`config.mk`:
```
export PLATFORM = sky130hd
export DESIGN_NAME = multi_timer_flat
export DESIGN_NICKNAME = d
export VERILOG_FILES = /design/src/rtl/multi_timer_if.sv /design/src/rtl/multi_timer.sv /design/src/flat_wrapper.sv
export SDC_FILE = /design/constraint.sdc
export NUM_CORES = 1
export LEC_CHECK = 0
export ABC_CLOCK_PERIOD_IN_PS = 2400
export CAP_MARGIN = 20
export CORE_ASPECT_RATIO = 1.5
export CORE_MARGIN = 5
export CORE_UTILIZATION = 45
export CTS_BUF_LIST = sky130_fd_sc_hd__clkbuf_8 sky130_fd_sc_hd__clkbuf_16
export DETAILED_ROUTE_END_ITERATION = 8
export GPL_TIMING_DRIVEN = 0
export MAX_ROUTING_LAYER = met4
export PLACE_DENSITY = 0.67
export SLEW_MARGIN = 20
export SYNTH_ARGS = -nofsm -noshare
export SYNTH_HDL_FRONTEND = slang
export SYNTH_SLANG_ARGS = --single-unit
```
`constraint.sdc`:
```
create_clock -name clk -period 2.4 [get_ports clk]
set_input_delay 0.24 -clock clk [delete_from_list [all_inputs] [get_ports clk]]
set_output_delay 0.24 -clock clk [all_outputs]
set_load 0.02 [all_outputs]
```
`src/rtl/multi_timer_if.sv`:
```
// Register bus between the MIPS bridge and multi_timer: word address, single-cycle write,
// combinational read data and interrupt outputs.
interface multi_timer_if #(
    parameter int NUM_CH = 2,
    parameter int ADDR_W = 5
);
    logic [ADDR_W-1:0] addr;
    logic              we;
    logic [31:0]       din;
    logic [31:0]       dout;
    logic [NUM_CH-1:0] irq_vec;
    logic              irq;

    modport master (output addr, output we, output din, input dout, input irq_vec, input irq);
    modport slave  (input addr, input we, input din, output dout, output irq_vec, output irq);
endinterface

```
`src/rtl/multi_timer.sv`:
```
// Multi-channel memory-mapped countdown timer: one-shot/auto-reload, sticky W1C pending, per-channel IRQ.
// Build macro MULTI_TIMER_PRESCALER_EN adds an 8-bit per-channel prescaler programmed through CTRL[15:8].
module multi_timer #(
    parameter int NUM_CH = 2,
    parameter int CNT_W  = 32,
    parameter int ADDR_W = 5
) (
    input  logic         clk,
    input  logic         reset,
    multi_timer_if.slave bus
);
    localparam int CH_W = ADDR_W - 2;

    typedef enum logic [1:0] {
        ST_IDLE   = 2'b00,
        ST_LOAD   = 2'b01,
        ST_CNT    = 2'b10,
        ST_EXPIRE = 2'b11
    } state_e;

    logic [CH_W-1:0]               ch_s;
    logic [1:0]                    reg_s;
    logic [NUM_CH-1:0][31:0]       rd_word_a;
    logic [NUM_CH-1:0]             irq_vec_s;
    logic [31:0]                   dout_s;

    assign ch_s  = bus.addr[ADDR_W-1:2];
    assign reg_s = bus.addr[1:0];

    for (genvar i = 0; i < NUM_CH; i++) begin : g_ch
        state_e           state_r, state_n;
        logic [CNT_W-1:0] count_r, count_n;
        logic [CNT_W-1:0] preset_r, preset_n;
        logic             en_r, en_n;
        logic [1:0]       mode_r, mode_n;
        logic             im_r, im_n;
        logic             pend_r, pend_n;
        logic             sel_s;
        logic             tick_s;
        logic [7:0]       psc_rd_s;
        logic [31:0]      rd_word_s;
`ifdef MULTI_TIMER_PRESCALER_EN
        logic [7:0]       psc_r, psc_n;
        logic [7:0]       pcnt_r, pcnt_n;

        assign tick_s   = (pcnt_r == psc_r);
        assign psc_rd_s = psc_r;
`else
        assign tick_s   = 1'b1;
        assign psc_rd_s = 8'd0;
`endif

        assign sel_s = bus.we && (ch_s == CH_W'(i));

        // Next-state and register-write logic; a write addressed to this channel freezes its FSM for that edge
        always_comb begin
            state_n  = state_r;
            count_n  = count_r;
            preset_n = preset_r;
            en_n     = en_r;
            mode_n   = mode_r;
            im_n     = im_r;
            pend_n   = pend_r;
`ifdef MULTI_TIMER_PRESCALER_EN
            psc_n    = psc_r;
            pcnt_n   = pcnt_r;
`endif
            if (sel_s) begin
                case (reg_s)
                    2'd0: begin
                        en_n   = bus.din[0];
                        mode_n = bus.din[2:1];
                        im_n   = bus.din[3];
`ifdef MULTI_TIMER_PRESCALER_EN
                        psc_n  = bus.din[15:8];
`endif
                    end
                    2'd1: preset_n = bus.din[CNT_W-1:0];
                    2'd3: begin
                        if (bus.din[0]) begin
                            pend_n = 1'b0;
                        end else begin
                            pend_n = pend_r;
                        end
                    end
                    default: count_n = count_r;
                endcase
            end else begin
                case (state_r)
                    ST_IDLE: begin
                        if (en_r) begin
                            state_n = ST_LOAD;
                        end else begin
                            state_n = ST_IDLE;
                        end
                    end
                    ST_LOAD: begin
                        count_n = preset_r;
                        state_n = ST_CNT;
`ifdef MULTI_TIMER_PRESCALER_EN
                        pcnt_n  = 8'd0;
`endif
                    end
                    ST_CNT: begin
                        if (!en_r) begin
                            state_n = ST_IDLE;
                        end else if (tick_s) begin
`ifdef MULTI_TIMER_PRESCALER_EN
                            pcnt_n = 8'd0;
`endif
                            // A preset of 0 or 1 expires on the first tick, just like a count reaching 1
                            if (count_r > CNT_W'(1)) begin
                                count_n = count_r - CNT_W'(1);
                            end else begin
                                count_n = {CNT_W{1'b0}};
                                pend_n  = 1'b1;
                                state_n = ST_EXPIRE;
                            end
                        end else begin
                            state_n = ST_CNT;
`ifdef MULTI_TIMER_PRESCALER_EN
                            pcnt_n  = pcnt_r + 8'd1;
`endif
                        end
                    end
                    ST_EXPIRE: begin
                        if (mode_r == 2'b00) begin
                            en_n    = 1'b0;
                            state_n = ST_IDLE;
                        end else begin
                            state_n = ST_LOAD;
                        end
                    end
                    default: state_n = ST_IDLE;
                endcase
            end
        end

        // Channel state and register storage
        always_ff @(posedge clk) begin
            if (reset) begin
                state_r  <= ST_IDLE;
                count_r  <= {CNT_W{1'b0}};
                preset_r <= {CNT_W{1'b0}};
                en_r     <= 1'b0;
                mode_r   <= 2'b00;
                im_r     <= 1'b0;
                pend_r   <= 1'b0;
`ifdef MULTI_TIMER_PRESCALER_EN
                psc_r    <= 8'd0;
                pcnt_r   <= 8'd0;
`endif
            end else begin
                state_r  <= state_n;
                count_r  <= count_n;
                preset_r <= preset_n;
                en_r     <= en_n;
                mode_r   <= mode_n;
                im_r     <= im_n;
                pend_r   <= pend_n;
`ifdef MULTI_TIMER_PRESCALER_EN
                psc_r    <= psc_n;
                pcnt_r   <= pcnt_n;
`endif
            end
        end

        // Read view of this channel's registers for the selected register index
        always_comb begin
            case (reg_s)
                2'd0:    rd_word_s = {16'd0, psc_rd_s, 4'd0, im_r, mode_r, en_r};
                2'd1:    rd_word_s = 32'(preset_r);
                2'd2:    rd_word_s = 32'(count_r);
                2'd3:    rd_word_s = {29'd0, state_r, pend_r};
                default: rd_word_s = 32'd0;
            endcase
        end

        assign rd_word_a[i] = rd_word_s;
        assign irq_vec_s[i] = pend_r & im_r;
    end

    // Read mux: only the addressed mapped channel contributes, so unmapped indices read zero
    always_comb begin
        dout_s = 32'd0;
        for (int i = 0; i < NUM_CH; i++) begin
            dout_s = dout_s | (rd_word_a[i] & {32{ch_s == CH_W'(i)}});
        end
    end

    assign bus.dout    = dout_s;
    assign bus.irq_vec = irq_vec_s;
    assign bus.irq     = |irq_vec_s;
endmodule

```
`src/flat_wrapper.sv`:
```
// flat-port wrapper written by rule: the top's interface ports become plain ports
module multi_timer_flat 
#(
    parameter int NUM_CH = 2,
    parameter int CNT_W  = 32,
    parameter int ADDR_W = 5
)
  (clk, reset, bus_addr, bus_we, bus_din, bus_dout, bus_irq_vec, bus_irq);
  multi_timer_if #(.NUM_CH(NUM_CH), .ADDR_W(ADDR_W)) bus_i ();
  input  logic clk;
  input  logic reset;
  input wire logic [$bits(bus_i.addr)-1:0] bus_addr;
  input wire logic [$bits(bus_i.we)-1:0] bus_we;
  input wire logic [$bits(bus_i.din)-1:0] bus_din;
  output wire logic [$bits(bus_i.dout)-1:0] bus_dout;
  output wire logic [$bits(bus_i.irq_vec)-1:0] bus_irq_vec;
  output wire logic [$bits(bus_i.irq)-1:0] bus_irq;
  assign bus_i.addr = bus_addr;
  assign bus_i.we = bus_we;
  assign bus_i.din = bus_din;
  assign bus_dout = bus_i.dout;
  assign bus_irq_vec = bus_i.irq_vec;
  assign bus_irq = bus_i.irq;
  multi_timer #(.NUM_CH(NUM_CH), .CNT_W(CNT_W), .ADDR_W(ADDR_W)) u_core (.clk(clk), .reset(reset), .bus(bus_i));
endmodule
```
Yosys cells after proc, flatten, opt, wreduce, memory -nomap -nowiden:

Index checks and enable logic that the tools add are counted.

* $lt $le $gt $ge: 2
* reductions and logical operators: 31
* add/subtract/negate cells: 2
* bitwise logic cells: 7
* equality and inequality tests: 22
* multiplexer cells: 35

Operators by type and width (number)
* 32-bit one-hot mux with 4 select lines: 2
* 32-bit 2-to-1 mux: 4
* 32-bit one-hot mux with 2 select lines: 2
* 32-bit AND: 2
* 32-bit by 1-bit greater-than comparator with 1-bit output, second input constant: 2
* 32-bit by 1-bit subtractor with 32-bit output, second input constant: 2
* 32-bit OR: 1
* 1-bit 2-to-1 mux: 21
* 2-bit nonzero test: 10
* 2-bit one-hot mux with 4 select lines: 2
* 2-bit equality test, second input constant: 6
* 2-bit inequality test, second input constant: 6
* 2-bit AND reduction: 6
* 3-bit AND reduction: 4
* 2-bit zero test: 5
* 5-bit AND reduction: 2
* 2-bit 2-to-1 mux: 4
* 2-bit by 1-bit inequality test with 1-bit output, second input constant: 4
* 2-bit by 1-bit equality test with 1-bit output, second input constant: 3
* 3-bit inequality test, second input constant: 2
* 3-bit by 1-bit equality test with 1-bit output, second input constant: 1
* 3-bit zero test: 1
* 1-bit AND: 2
* 1-bit logical AND: 2
* other kinds (2): 3

* output and inout port bits: 35
* bits in registers: 142

Logic depth before layout (Yosys ltp):

* depth after elaboration: 5
* gate-level depth with buffers: 8
* gate-level depth less buffers: 7

Least setup slack after synthesis:

OpenSTA, ideal clock, no wires.

* path type: reg2reg
* from: register u_core.g_ch[0].count_r[24]
* to: register u_core.g_ch[0].count_r[28]
* buffers on the path: 1
* arrival time: 2.325 ns
* cell stages (with the launch flop): 7
* clock period less this slack: 2.461 ns
* slack: -0.061 ns
* cells stage by stage: dfxtp_1 or4_4 or4_4 or4_4 buf_6 a41oi_1 o32ai_1

* cells in the longest elaborated chain, start to end: 4
* elaborated cells on any way between the ends: 5
* classes of those cells: add/sub: 1; order compare: 1; mux: 3

Ends and longest elaborated chain
* start, declared: line multi_timer.sv:32 `logic [CNT_W-1:0] count_r, count_n;`
* start signal, assigned: line multi_timer.sv:143 `count_r <= {CNT_W{1'b0}};`
* start signal, assigned: line multi_timer.sv:155 `count_r <= count_n;`
* 32-bit by 1-bit subtractor with 32-bit output or 32-bit by 1-bit greater-than comparator with 1-bit output (tied branches): line multi_timer.sv:113, multi_timer.sv:112
* 32-bit 2-to-1 mux *: line multi_timer.sv:112 `if (count_r > CNT_W'(1)) begin`
* 32-bit 2-to-1 mux *: line multi_timer.sv:105 `if (!en_r) begin`
* 32-bit one-hot mux with 2 select lines *: line multi_timer.sv:89 `case (state_r)`

Every way passes the cells marked *; elsewhere a longest branch is shown, timed or not. The select of a mux whose other input is x is not followed.
A chain may end at the register's enable or synchronous reset.

Final worst setup path:

* from: register u_core.g_ch[0].count_r[26]
* to: register u_core.g_ch[0].count_r[21]

* cells in the longest elaborated chain, start to end: 4

Ends and longest elaborated chain (line)
* 32-bit by 1-bit greater-than comparator with 1-bit output: multi_timer.sv:112
* 32-bit 2-to-1 mux: multi_timer.sv:112
* 32-bit 2-to-1 mux: multi_timer.sv:105
* 32-bit one-hot mux with 2 select lines: multi_timer.sv:89

No other way between the ends. The select of a mux whose other input is x is not followed.

==> key figures <==
Timing
  – Tcrit/Tclk final: 107%
  – Max Slew Vio Count: 0
  – Final min period: 2.57 ns
  – Final Worst Setup Slack: -0.167 ns
  – Worst-margin pin slew: 0.917 ns
  – Final Skew: 0.00714 ns
  – Setup violations, final: 20
  – Hold Fails Final Rpt: 0
  – Slew margin rel.: 38.8%
  – RSZ-0062 raised after global routing: yes
  – Setup TNS: -2.03 ns
  – Fmax: 0.390 GHz
  – WHS: 0.392 ns

Detailed routing
  – Routed Antenna Nets: 0
  – Via-to-Cell Ratio: 6.74
  – DRC violations left: 0
  – Final wirelength: 36600 um
  – DRT Pass-1 Iters: 9
  – Total number of vias: 9697
  – DRT iter0 DRCs: 1057
  – DR WL/cell: 25.4 um

Clock network
  – Longest Clk Path Bufs: 2
  – CTS tree: done
  – Cts bufs inserted: 17
  – Root buf cell: clkbuf_16
  – Cts hold-fix bufs: 0
  – Clock Sinks: 142
  – H-tree levels: 4
  – CTS clock-pin slew for the worst setup and hold paths: 0.06 ns
  – Clock latency on the worst-skew pair: 0.43 ns

Global routing
  – GRT Total Usage: 34.6%
  – Initial antenna violation count: 0
  – Vias in the first global route: 9387
  – Largest net degree at the start of global routing: 17
  – Grt total ovfl: 0
  – Global-route wire length before repair: 54500 um

Floorplan
  – Die area: 0.0212 mm^2
  – Starting Density: 45.8%
  – Core footprint: 0.0180 mm^2
  – IO Pins: 75
  – # rows: 60
  – Die Span X: 121 um
  – Die height: 176 um

Power
  – Sequential cell fraction of total power: 43.6%
  – Leak: 3.59 nW
  – Gate power share: 7.3%
  – Power per cell area: 523 mW/mm^2
  – Maximum vdd drop: 0.411 mV
  – NetSw: 1.39 mW
  – Clk pwr share: 49.1%
  – Sw frac: 25.5%
  – Internal: 4.06 mW

Synth
  – Number of enable flip-flop cells after synthesis: 0
  – Ys flop type: dfxtp_1
  – Yosys reg bits: 142
  – Async SR Flop Fraction: 0%
  – Cells after Synth: 1106
  – Share of the yosys chip area belonging to registers: 34.4%
  – Syn. warnings: 0
  – Syn avg cell area: 7.46 um^2
  – Post-Syn Area: 0.00825 mm^2
  – Netlist cell types: 64
  – Synthesized Nets: 1150

Critical path
  – CP required: 2.69 ns
  – CP Data Arrival Time: 2.86 ns
  – Worst Path Class, Setup: reg2reg
  – Buf/Inv on CP: 1
  – Critical Path Source Type: flip-flop
  – Critical path cell sequence: or4_4 -> or4_4 -> or4_4 -> buf_8 -> a32oi_1 -> o32ai_1
  – Crit. End Element: flip-flop
  – Critical path's top delay family: simple AND/OR/NAND/NOR gates
  – Max incr delay on CP: 0.58 ns
  – CP max stage cell: or4_4
  – Crit path top cell by count: or4_4
  – Crit Path Max Fanout: 10

Run
  – Max-cap violations: 0

Placed design
  – Port Buffers: 73
  – HPWL after detailed placement: 27200 um
  – GP Congestion: 1.02
  – Dpl ws: -0.950 ns

Finish
  – Final core occ: 57.8%
  – Nets@finish: 1254
  – ANT cells: 0
  – Layout cells sized above 1: 14.8%
  – Layout area overhead: 26.1%

Status
  – Failing checks: setup timing
  – Status: finished, violations left

Hold path
  – Hold crit path type: in2reg
cell usage in the layout, fill, tap and decap left out, types with 7 or more instances in the layout:
master / instances
a21oi_1: 104
a22oi_1: 64
a31oi_1: 31
a32oi_1: 10
and2_1: 12
buf_4: 26
clkbuf_1: 50
clkbuf_16: 17
clkbuf_2: 23
clkdlybuf4s15_2: 16
clkdlybuf4s50_1: 38
dfxtp_1: 134
dfxtp_2: 7
dlygate4sd2_1: 9
inv_1: 25
nand2_1: 195
nand2b_1: 8
nand3_1: 56
nand4_1: 11
nor2_1: 43
nor3_1: 25
nor4_1: 13
nor4_4: 9
o211ai_1: 10
o21ai_0: 26
o21ai_1: 7
o22ai_1: 25
o22ai_2: 7
o31a_1: 7
o32ai_1: 17
or3_1: 13
or4_1: 8
or4_4: 7
synthesized netlist by cell type (all sizes together) (7+ instances only):
cell	number	area, um^2
clkbuf	87	327
buf	12	61.3
nand3	57	285
nor3	29	145
nor2	46	173
or4	15	128
o31a	7	61.3
inv	26	97.6
nand4	11	68.8
a31oi	32	200
or3	16	100
nor4	24	163
o22ai	32	200
a22oi	64	480
and2	12	75.1
o21ai	33	165
a21oi	106	531
a32oi	13	114
nand2	196	736
dfxtp	142	2840
o211ai	10	75.1
nand2b	8	50.1
o32ai	17	149
metal layers:
layer | up-vias | global-route usage (%) | routed length [um]
met5 | - | - | 0
met4 | 0 | 23.5 | 2690
met3 | 198 | 6.31 | 2540
met2 | 558 | 56.6 | 17800
met1 | 4544 | 38.1 | 13600
li1 | 4397 | - | -
power by group through the flow:
stage	clock network (mW)	registers [mW]	logic (mW)
floorplan	0	2.43	0.168
global placement	0	2.43	0.355
detailed placement	0	2.43	0.355
CTS	2.67	2.38	0.377
global route	2.77	2.38	0.412
finish	2.67	2.38	0.399
state kept, by name (all words and copies together) (netlist names):
register	count
u_core.g_ch.en_r	2
u_core.g_ch.pend_r	2
u_core.g_ch.mode_r	4
u_core.g_ch.count_r	64
u_core.g_ch.preset_r	64
u_core.g_ch.im_r	2
u_core.g_ch.state_r	4
worst paths after layout:
path,startpoint,to,slack [ns],cells after the start
worst max-delay path,u_core.g_ch[0].count_r[26],u_core.g_ch[0].count_r[21],-0.17,6
worst min-delay path,bus_din[19],u_core.g_ch[1].preset_r[19],0.39,3
worst max register to register,u_core.g_ch[0].count_r[26],u_core.g_ch[0].count_r[21],-0.17,6
worst min register to register,u_core.g_ch[0].im_r,u_core.g_ch[0].im_r,0.47,2
worst register-to-register path, delay by kind of cell (launching register included):
| family | cells | cell delay, ns |
|---|---|---|
| AO/OA/AOI/OAI | 2 | 0.30 |
| AND/OR/NAND/NOR | 3 | 1.60 |
| buffers and inverters | 1 | 0.18 |
| flip-flops | 1 | 0.34 |
cell type report:
| cell class | count | area [um^2] |
|---|---|---|
| plain buffers | 92 | 452 |
| clock buffers | 18 | 439 |
| clock inverters | 13 | 141 |
| fillers | 1748 | 7600 |
| inverters | 27 | 104 |
| multi-input cells | 838 | 5280 |
| flip-flops and latches | 142 | 2860 |
| well taps | 217 | 272 |
| repair buffers | 92 | 875 |
logic make-up after synthesis:
| family | Yosys count | share of synthesized area [%] |
|---|---|---|
| buffers and inverters | 126 | 5.93 |
| multiplexers | 10 | 2.12 |
| adder cells (fa/ha/maj) | 4 | 0.606 |
| AO/OA/AOI/OAI | 382 | 31.1 |
| AND/OR/NAND/NOR | 442 | 25.8 |
| flip-flops | 142 | 34.4 |
per-stage QoR:
step | area (um^2) | power [mW] | instances
after floorplan | 8250 | 2.59 | 1106
final | 10400 | 5.45 | 1439
after global placement | 9260 | 2.78 | 1396
after CTS | 10200 | 5.43 | 1434
after global routing | 10400 | 5.56 | 1439
after detailed placement | 9270 | 2.78 | 1396
timing repair:
item                                    in CTS  in global routing
setup buffers                               11                  8
pin swaps                                    6                  7
gates resized for setup                    162                 54
endpoints found under the setup margin     130                102
hold endpoints to repair                     0                  0
Note: power is estimated with default switching activity, not from simulation.
